### src/rtl/voice_alloc.sv
// voice_alloc: assigns MIDI notes to oscillator voices,
// stealing the least-recently-assigned voice when full.
`ifndef OSC_VOICES
`define OSC_VOICES 4
`endif
`ifndef MIDI_PAYLOAD_BITS
`define MIDI_PAYLOAD_BITS 8
`endif

module voice_alloc #(
   parameter int VOICES = `OSC_VOICES,
   parameter int NOTE_W = `MIDI_PAYLOAD_BITS
) (
   input  logic                     clk_i,
   input  logic                     nrst_i,
   input  logic [NOTE_W-1:0]        note_i,
   input  logic                     noteOnStrb_i,
   input  logic                     noteOffStrb_i,
   output logic [VOICES-1:0]        voiceActive_o,
   output logic [VOICES*NOTE_W-1:0] voiceNote_o,
   output logic [VOICES-1:0]        voiceTrig_o,
   output logic                     busy_o,
   output logic                     dropped_o
);

   localparam int AGE_W = $clog2(VOICES);

   typedef logic [AGE_W-1:0] idx_t;
   typedef enum logic [1:0] {IDLE, SCAN, COMMIT} state_t;

   localparam idx_t LAST = idx_t'(VOICES - 1);

   state_t             state;
   idx_t               scanIdx;
   logic               evOn;
   logic [NOTE_W-1:0]  evNote;
   logic               matchHit;
   idx_t               matchIdx;
   logic               freeHit;
   idx_t               freeIdx;
   idx_t               oldIdx;
   idx_t               tgt;
   logic               anyStrb;
   logic [NOTE_W-1:0]  noteQ [VOICES];
   idx_t               ageQ  [VOICES];

   assign anyStrb = noteOnStrb_i | noteOffStrb_i;

   // Note-on target: retrigger a match, else a free voice, else steal.
   always_comb begin
      tgt = oldIdx;
      if (matchHit) begin
         tgt = matchIdx;
      end else if (freeHit) begin
         tgt = freeIdx;
      end
   end

   // Flatten the per-voice note registers onto the output bus.
   always_comb begin
      voiceNote_o = '0;
      for (int v = 0; v < VOICES; v++) begin
         voiceNote_o[v*NOTE_W +: NOTE_W] = noteQ[v];
      end
   end

   // Event FSM: capture, serial scan of all voices, then commit.
   always_ff @(posedge clk_i or negedge nrst_i) begin
      if (!nrst_i) begin
         state         <= IDLE;
         scanIdx       <= '0;
         evOn          <= 1'b0;
         evNote        <= '0;
         matchHit      <= 1'b0;
         matchIdx      <= '0;
         freeHit       <= 1'b0;
         freeIdx       <= '0;
         oldIdx        <= '0;
         voiceActive_o <= '0;
         voiceTrig_o   <= '0;
         busy_o        <= 1'b0;
         dropped_o     <= 1'b0;
         for (int v = 0; v < VOICES; v++) begin
            noteQ[v] <= '0;
            ageQ[v]  <= idx_t'(v);
         end
      end else begin
         voiceTrig_o <= '0;
         dropped_o   <= 1'b0;
         unique case (state)
            IDLE: begin
               if (anyStrb) begin
                  // Off wins a simultaneous on/off; the on is dropped.
                  evOn      <= ~noteOffStrb_i;
                  evNote    <= note_i;
                  dropped_o <= noteOnStrb_i & noteOffStrb_i;
                  scanIdx   <= '0;
                  matchHit  <= 1'b0;
                  matchIdx  <= '0;
                  freeHit   <= 1'b0;
                  freeIdx   <= '0;
                  oldIdx    <= '0;
                  busy_o    <= 1'b1;
                  state     <= SCAN;
               end
            end
            SCAN: begin
               dropped_o <= anyStrb;
               if (voiceActive_o[scanIdx] && !matchHit &&
                   noteQ[scanIdx] == evNote) begin
                  matchHit <= 1'b1;
                  matchIdx <= scanIdx;
               end
               if (!voiceActive_o[scanIdx] && !freeHit) begin
                  freeHit <= 1'b1;
                  freeIdx <= scanIdx;
               end
               if (ageQ[scanIdx] == LAST) begin
                  oldIdx <= scanIdx;
               end
               scanIdx <= scanIdx + 1'b1;
               if (scanIdx == LAST) begin
                  state <= COMMIT;
               end
            end
            COMMIT: begin
               dropped_o <= anyStrb;
               if (evOn) begin
                  voiceActive_o[tgt] <= 1'b1;
                  noteQ[tgt]         <= evNote;
                  voiceTrig_o[tgt]   <= 1'b1;
                  // Younger voices age by one; target becomes newest.
                  for (int v = 0; v < VOICES; v++) begin
                     if (idx_t'(v) == tgt) begin
                        ageQ[v] <= '0;
                     end else if (ageQ[v] < ageQ[tgt]) begin
                        ageQ[v] <= ageQ[v] + 1'b1;
                     end
                  end
               end else if (matchHit) begin
                  voiceActive_o[matchIdx] <= 1'b0;
               end
               busy_o <= 1'b0;
               state  <= IDLE;
            end
            default: begin
               state <= IDLE;
            end
         endcase
      end
   end

endmodule
### config.mk
export PLATFORM = sky130hd
export DESIGN_NAME = voice_alloc
export DESIGN_NICKNAME = d
export VERILOG_FILES = /design/src/rtl/voice_alloc.sv
export SDC_FILE = /design/constraint.sdc
export NUM_CORES = 1
export LEC_CHECK = 0
export ABC_AREA = 0
export CAP_MARGIN = 5
export CORE_UTILIZATION = 55
export CTS_CLUSTER_SIZE = 40
export DETAILED_ROUTE_END_ITERATION = 12
export PLACE_DENSITY = 0.82
export SLEW_MARGIN = 30
export SYNTH_ARGS = -nofsm -noshare
export SYNTH_HDL_FRONTEND = slang
export SYNTH_SLANG_ARGS = --single-unit
### constraint.sdc
create_clock -name clk_i -period 3.1 [get_ports clk_i]
set_input_delay 0.62 -clock clk_i [delete_from_list [all_inputs] [get_ports clk_i]]
set_output_delay 0.62 -clock clk_i [all_outputs]
set_load 0.02 [all_outputs]
Yosys cells after proc, flatten, opt, wreduce, memory -nomap -nowiden:

Index checks and enable logic that the tools add are counted.

* $add $sub $neg: 5
* magnitude comparators: 12
* equality and inequality tests: 13
* multiplexer cells: 52
* bitwise gates (word level): 8
* reduce and logical (&&, ||, !) cells: 32

Operator list (count)
* $mux 2: 20
* $bwmux 32: 1
* $mux 8: 3
* $reduce_and 3->1: 7
* $pmux 2 s2: 5
* $bmux 8 s2: 1
* $demux 8 s2: 1
* $mux 4: 4
* $reduce_bool 2->1: 7
* $reduce_and 2->1: 6
* $add 2x1->2 const B: 5
* $ne 2x2->1 const B: 5
* $lt 2x3->1 const B: 3
* $bmux 2 s2: 2
* $eq 8x8->1: 1
* $lt 2x2->1: 4
* $mux 1: 8
* $pmux 1 s2: 4
* $eq 2x2->1 const B: 3
* $ge 3x3->1 const B: 2
* $logic_and 1x1->1: 6
* $not 2->3: 2
* $and 4x4->4: 1
* $demux 1 s2: 2
* 14 further kinds: 19

* register bits: 71
* input port bits: 12
* logic and storage cells: 143

Longest topological paths before layout:

* word-level depth: 9
* gate-level depth with buffers: 8
* gate-level depth less buffers: 7

Worst setup path after synthesis:

OpenSTA, ideal clock, no wires.

* kind: reg2reg
* start point: reg scanIdx[0]
* end point: reg matchIdx[1]
* library setup time: 0.124 ns
* arrival time: 1.964 ns
* data required time: 2.976 ns
* path slack: 1.012 ns
* stages on the path, launching flop included: 8
* buffers on the path: 1
* period minus slack after synthesis: 2.088 ns
* cells stage by stage: dfrtp_1 buf_6 mux4_1 xnor2_1 nand4_1 nor4b_4 a21oi_2 a211o_1

* cells in the longest elaborated chain, start to end: 8
* elaborated cells on any way between the ends: 11
* classes of those cells: eq/ne: 2; mux: 5; bitwise: 1; reduce/logical: 3

Ends and longest elaborated chain
* from (decl): line 34 `idx_t scanIdx;`
* from (signal assigned): line 121 `scanIdx <= scanIdx + 1'b1;`
* $not 2->3 (not written as such): line 110 `noteQ[scanIdx] == evNote) begin`
* $bmux 8 s2: line 110
* $mux 8 (not written as such) (2 in series): line 110
* $eq 8x8->1: line 110
* $logic_and 1x1->1 (*): line 109 `if (voiceActive_o[scanIdx] && !matchHit &&`
* $ne 2x2->1 (no source line) (*)
* $reduce_and 3->1 (no source line) (*)
* to (signal assigned): line 112 `matchIdx <= scanIdx;`
* to (decl): line 38 `idx_t matchIdx;`

Every way passes the cells marked *; elsewhere a longest branch is shown, timed or not. The select of a mux whose other input is x is not followed.
A chain may end at the register's enable or synchronous reset.

Worst setup path in the final report:

Same ends and word-level chain as after synthesis.

==> impl_metrics.json <==
{
  "synth-async-reset-ratio": 1.000,
  "numPortBuffers": 53,
  "row_count": 28,
  "sort_of_element_at_the_end_of_the_critical_path": "flop",
  "timing.critical_path.max_delay_family": "flip-flops",
  "holdCritPathClass": "input port to async pin",
  "drt_antenna_net_count": 0,
  "drt_pass1_iterations": 4,
  "grtUsageTotal": 0.2706,
  "worstReg2RegEnd": "matchIdx[1]$_DFFE_PN0P_",
  "clock-skew-final_ps": 9.410,
  "pin_count_of_the_biggest_net_entering_global_routing": 42,
  "irDropWorstVdd_mv": 0.7377,
  "syn_avg_cell_area_um2": 11.67,
  "worstPathCellList": "mux4_1 -> xnor2_1 -> nand4_1 -> nor4b_4 -> a21oi_2 -> a211o_1",
  "clock_power_share": 0.208,
  "worstPathRequired_ps": 3340,
  "yosys.area.top_type": "dfrtp_1",
  "cellInternalPower_w": 0.002518,
  "synthesis.nets": 318,
  "relSlewSlack": 0.5195,
  "final.hold.worst_slack_ps": 309.8,
  "crit_fanout": 12,
  "synthesis_to_finish_area_growth_pct": 24.51,
  "cts_resized": 0,
  "switchingPower_w": 0.001498,
  "vias_per_cell": 5.957,
  "achievable-frequency_mhz": 397.3,
  "grt_antenna_before_repair": 0,
  "crit-reg2reg-launch": "scanIdx[0]$_DFFE_PN0P_",
  "cts_made_buffers": 9,
  "cts_setup_buffers": 0,
  "final.min_clock_period_ps": 2517,
  "timing_worst_slew_pin_value_ps": 720.8,
  "n_antenna_cell": 0,
  "core_area_um2": 6026,
  "final_layout_size_suffix_gt1_frac": 0.2295,
  "setup_tns_ps": 0,
  "synth.yosys.warnings": 0,
  "critical_path_class": "flop to flop",
  "maxCapViolCount": 0,
  "worst_r2r_path_depth": 6,
  "global_route_congestion_overflow_total": 0,
  "synth-seq-area-share": 0.5073,
  "cp_data_arrival_time_ps": 2760,
  "mappedNetlistArea_um2": 3512,
  "setup.reg_to_reg.worst_slack_ps": 580,
  "cts-hold-fix-buffers": 0,
  "design.portCount": 54,
  "power_density_over_the_cells_nw_per_um2": 918.4,
  "synth_cell_type_count": 42,
  "critical-path-slowest-cell": "dfrtp_1",
  "hold_viol": 0,
  "power_frac_comb": 0.405,
  "synth_top_area_frac": 0.4774,
  "count_of_vias_placed_by_the_detailed_router": 2627,
  "place.gp.congestion": 0.8531,
  "clock_tree.root_cell": "clkbuf_8",
  "hpwlAfterDp_mm": 5.344,
  "setup_viol": 0,
  "initial_utilization": 0.5828,
  "path_clk_slew_ps": 80,
  "grt_pass1_wl_mm": 13.08,
  "drt_iter0_markers": 215,
  "drc_errors": 0,
  "postSynthCellCount": 301,
  "top_post_synthesis_cells_by_area": "dfrtp_1, mux2_2, nand2_1",
  "cp_slowest_stage_delay_ps": 720,
  "die_height_um": 81.91,
  "bufs_on_longest_clock_path": 2,
  "status": "completed",
  "startpoint_type": "flop",
  "clock_tree_from_tritoncts": "yes",
  "postSynthRegisterBits": 71,
  "routed_wire_length_per_instance_um": 18.39,
  "p_leak_nw": 1.934,
  "final_period_util": 0.8119,
  "finalPower_w": 0.004016,
  "number_of_nets_at_the_end_of_the_flow": 378,
  "grt_pass1_vias": 2548,
  "final_slew_viol_count": 0,
  "die_width_um": 81.91,
  "synth_edf_count": 0,
  "fp.dieArea_um2": 6709,
  "pwr-share-seq": 0.387,
  "sw_share": 0.3730,
  "cp.buffers_inverters": 0,
  "synth_flop_cell": "dfrtp_1",
  "cts.sink_count": 71,
  "rsz0062_at_grt": "false",
  "wirelength_mm": 8.112,
  "clock_insertion_delay_worst_skew_ps": 360,
  "htree_levels": 3
}
==> Yosys cell counts (2+ instances only) <==
cell	count
mux2_2	38
and3_1	3
xnor2_1	4
o221a_2	4
o31ai_1	4
buf_2	7
dfrtp_1	67
o21ai_0	7
a21oi_1	13
nor2_1	16
a32o_1	4
mux4_1	4
xor2_1	4
mux4_2	5
mux2i_1	5
dfstp_2	4
nand2b_1	9
ha_1	5
nand3_1	7
clkbuf_1	6
and2_1	3
a21o_1	3
o211ai_1	2
nand2_1	41
inv_1	5
a31oi_1	5
nor3_1	11
==> cell usage in the layout (no fill, tap or decap), types with 2 or more instances in the layout <==
cell type	synthesis	routed
mux4_1	4	4
nand2b_1	9	9
o21ai_0	7	7
o211ai_1	2	2
xnor2_1	4	4
o31ai_1	4	4
a21oi_1	13	13
and2_1	3	3
nand2_1	41	41
dfrtp_1	67	67
nor3_1	11	11
ha_1	5	5
dfstp_2	4	4
o221a_2	4	4
mux4_2	5	5
bufinv_16	0	2
mux2_2	38	38
mux2i_1	5	5
clkdlybuf4s50_1	0	52
xor2_1	4	4
inv_1	5	5
and3_1	3	3
a32o_1	4	4
buf_4	0	9
nor2_1	16	16
a31oi_1	5	5
clkbuf_8	0	10
a21o_1	3	3
nand3_1	7	7
==> flip-flops by register name, summed over array words and instances, names as in the netlist, 2 cells and up <==
register and count:
voiceNote_o 32, scanIdx 2, voiceTrig_o 4, freeIdx 2, voiceActive_o 4, evNote 8
ageQ 8, state 2, oldIdx 2, matchIdx 2
==> cell type report <==
| class | instances | area (µm²) |
|---|---|---|
| clock buffers | 11 | 141.4 |
| clock inverters | 5 | 81.33 |
| fillers | 431 | 1653 |
| inverters | 6 | 22.52 |
| multi-input cells | 210 | 1639 |
| flip-flops and latches | 71 | 1782 |
| well taps | 75 | 93.84 |
| repair buffers | 63 | 613.1 |
==> layer usage <==
| layer | wire, µm | track usage |
|---|---|---|
| met4 | 160 | 0.1263 |
| met1 | 3767 | 0.3648 |
| met2 | 3831 | 0.4190 |
| met5 | 0 | 0 |
| met3 | 353 | 0.05556 |
==> logic make-up after synthesis <==
group | Yosys count | synth area share
compound gates | 48 | 0.09512
xor+xnor | 8 | 0.01995
fa+ha+maj | 5 | 0.01781
buf+inv | 20 | 0.02600
flops | 71 | 0.5073
mux | 53 | 0.2020
simple gates | 96 | 0.1318
==> stage by stage <==
step	worst slack, ps	util	instance area, µm²	std cells
finish	583.0	0.7257	4373	441
global route	392.9	0.7257	4373	441
CTS	561.2	0.7257	4373	441
detailed placement	558.8	0.6887	4150	425
global placement	673.1	0.6887	4150	425
floorplan	1012	-	3512	301
==> worst max-delay path by stage <==
stage	endpoint	cells past startpoint	startpoint
global placement	freeIdx[0]$_DFFE_PN0P_	8	noteOffStrb_i
finish	matchIdx[1]$_DFFE_PN0P_	6	scanIdx[0]$_DFFE_PN0P_
detailed placement	matchIdx[1]$_DFFE_PN0P_	6	scanIdx[0]$_DFFE_PN0P_
global route	matchIdx[1]$_DFFE_PN0P_	6	scanIdx[0]$_DFFE_PN0P_
floorplan	matchIdx[1]$_DFFE_PN0P_	7	scanIdx[0]$_DFFE_PN0P_
CTS	matchIdx[1]$_DFFE_PN0P_	6	scanIdx[0]$_DFFE_PN0P_
==> power by group through the flow <==
stage / logic (W) / clock network (W) / registers (W)
2_1_floorplan: 0.000930 / 0 / 0.00163
3_3_place_gp: 0.00158 / 0 / 0.00155
3_5_place_dp: 0.00162 / 0 / 0.00156
4_1_cts: 0.00163 / 0.000837 / 0.00155
5_1_grt: 0.00176 / 0.000877 / 0.00160
6_report: 0.00163 / 0.000835 / 0.00156
No activity file was read; power rests on OpenSTA's default activity.
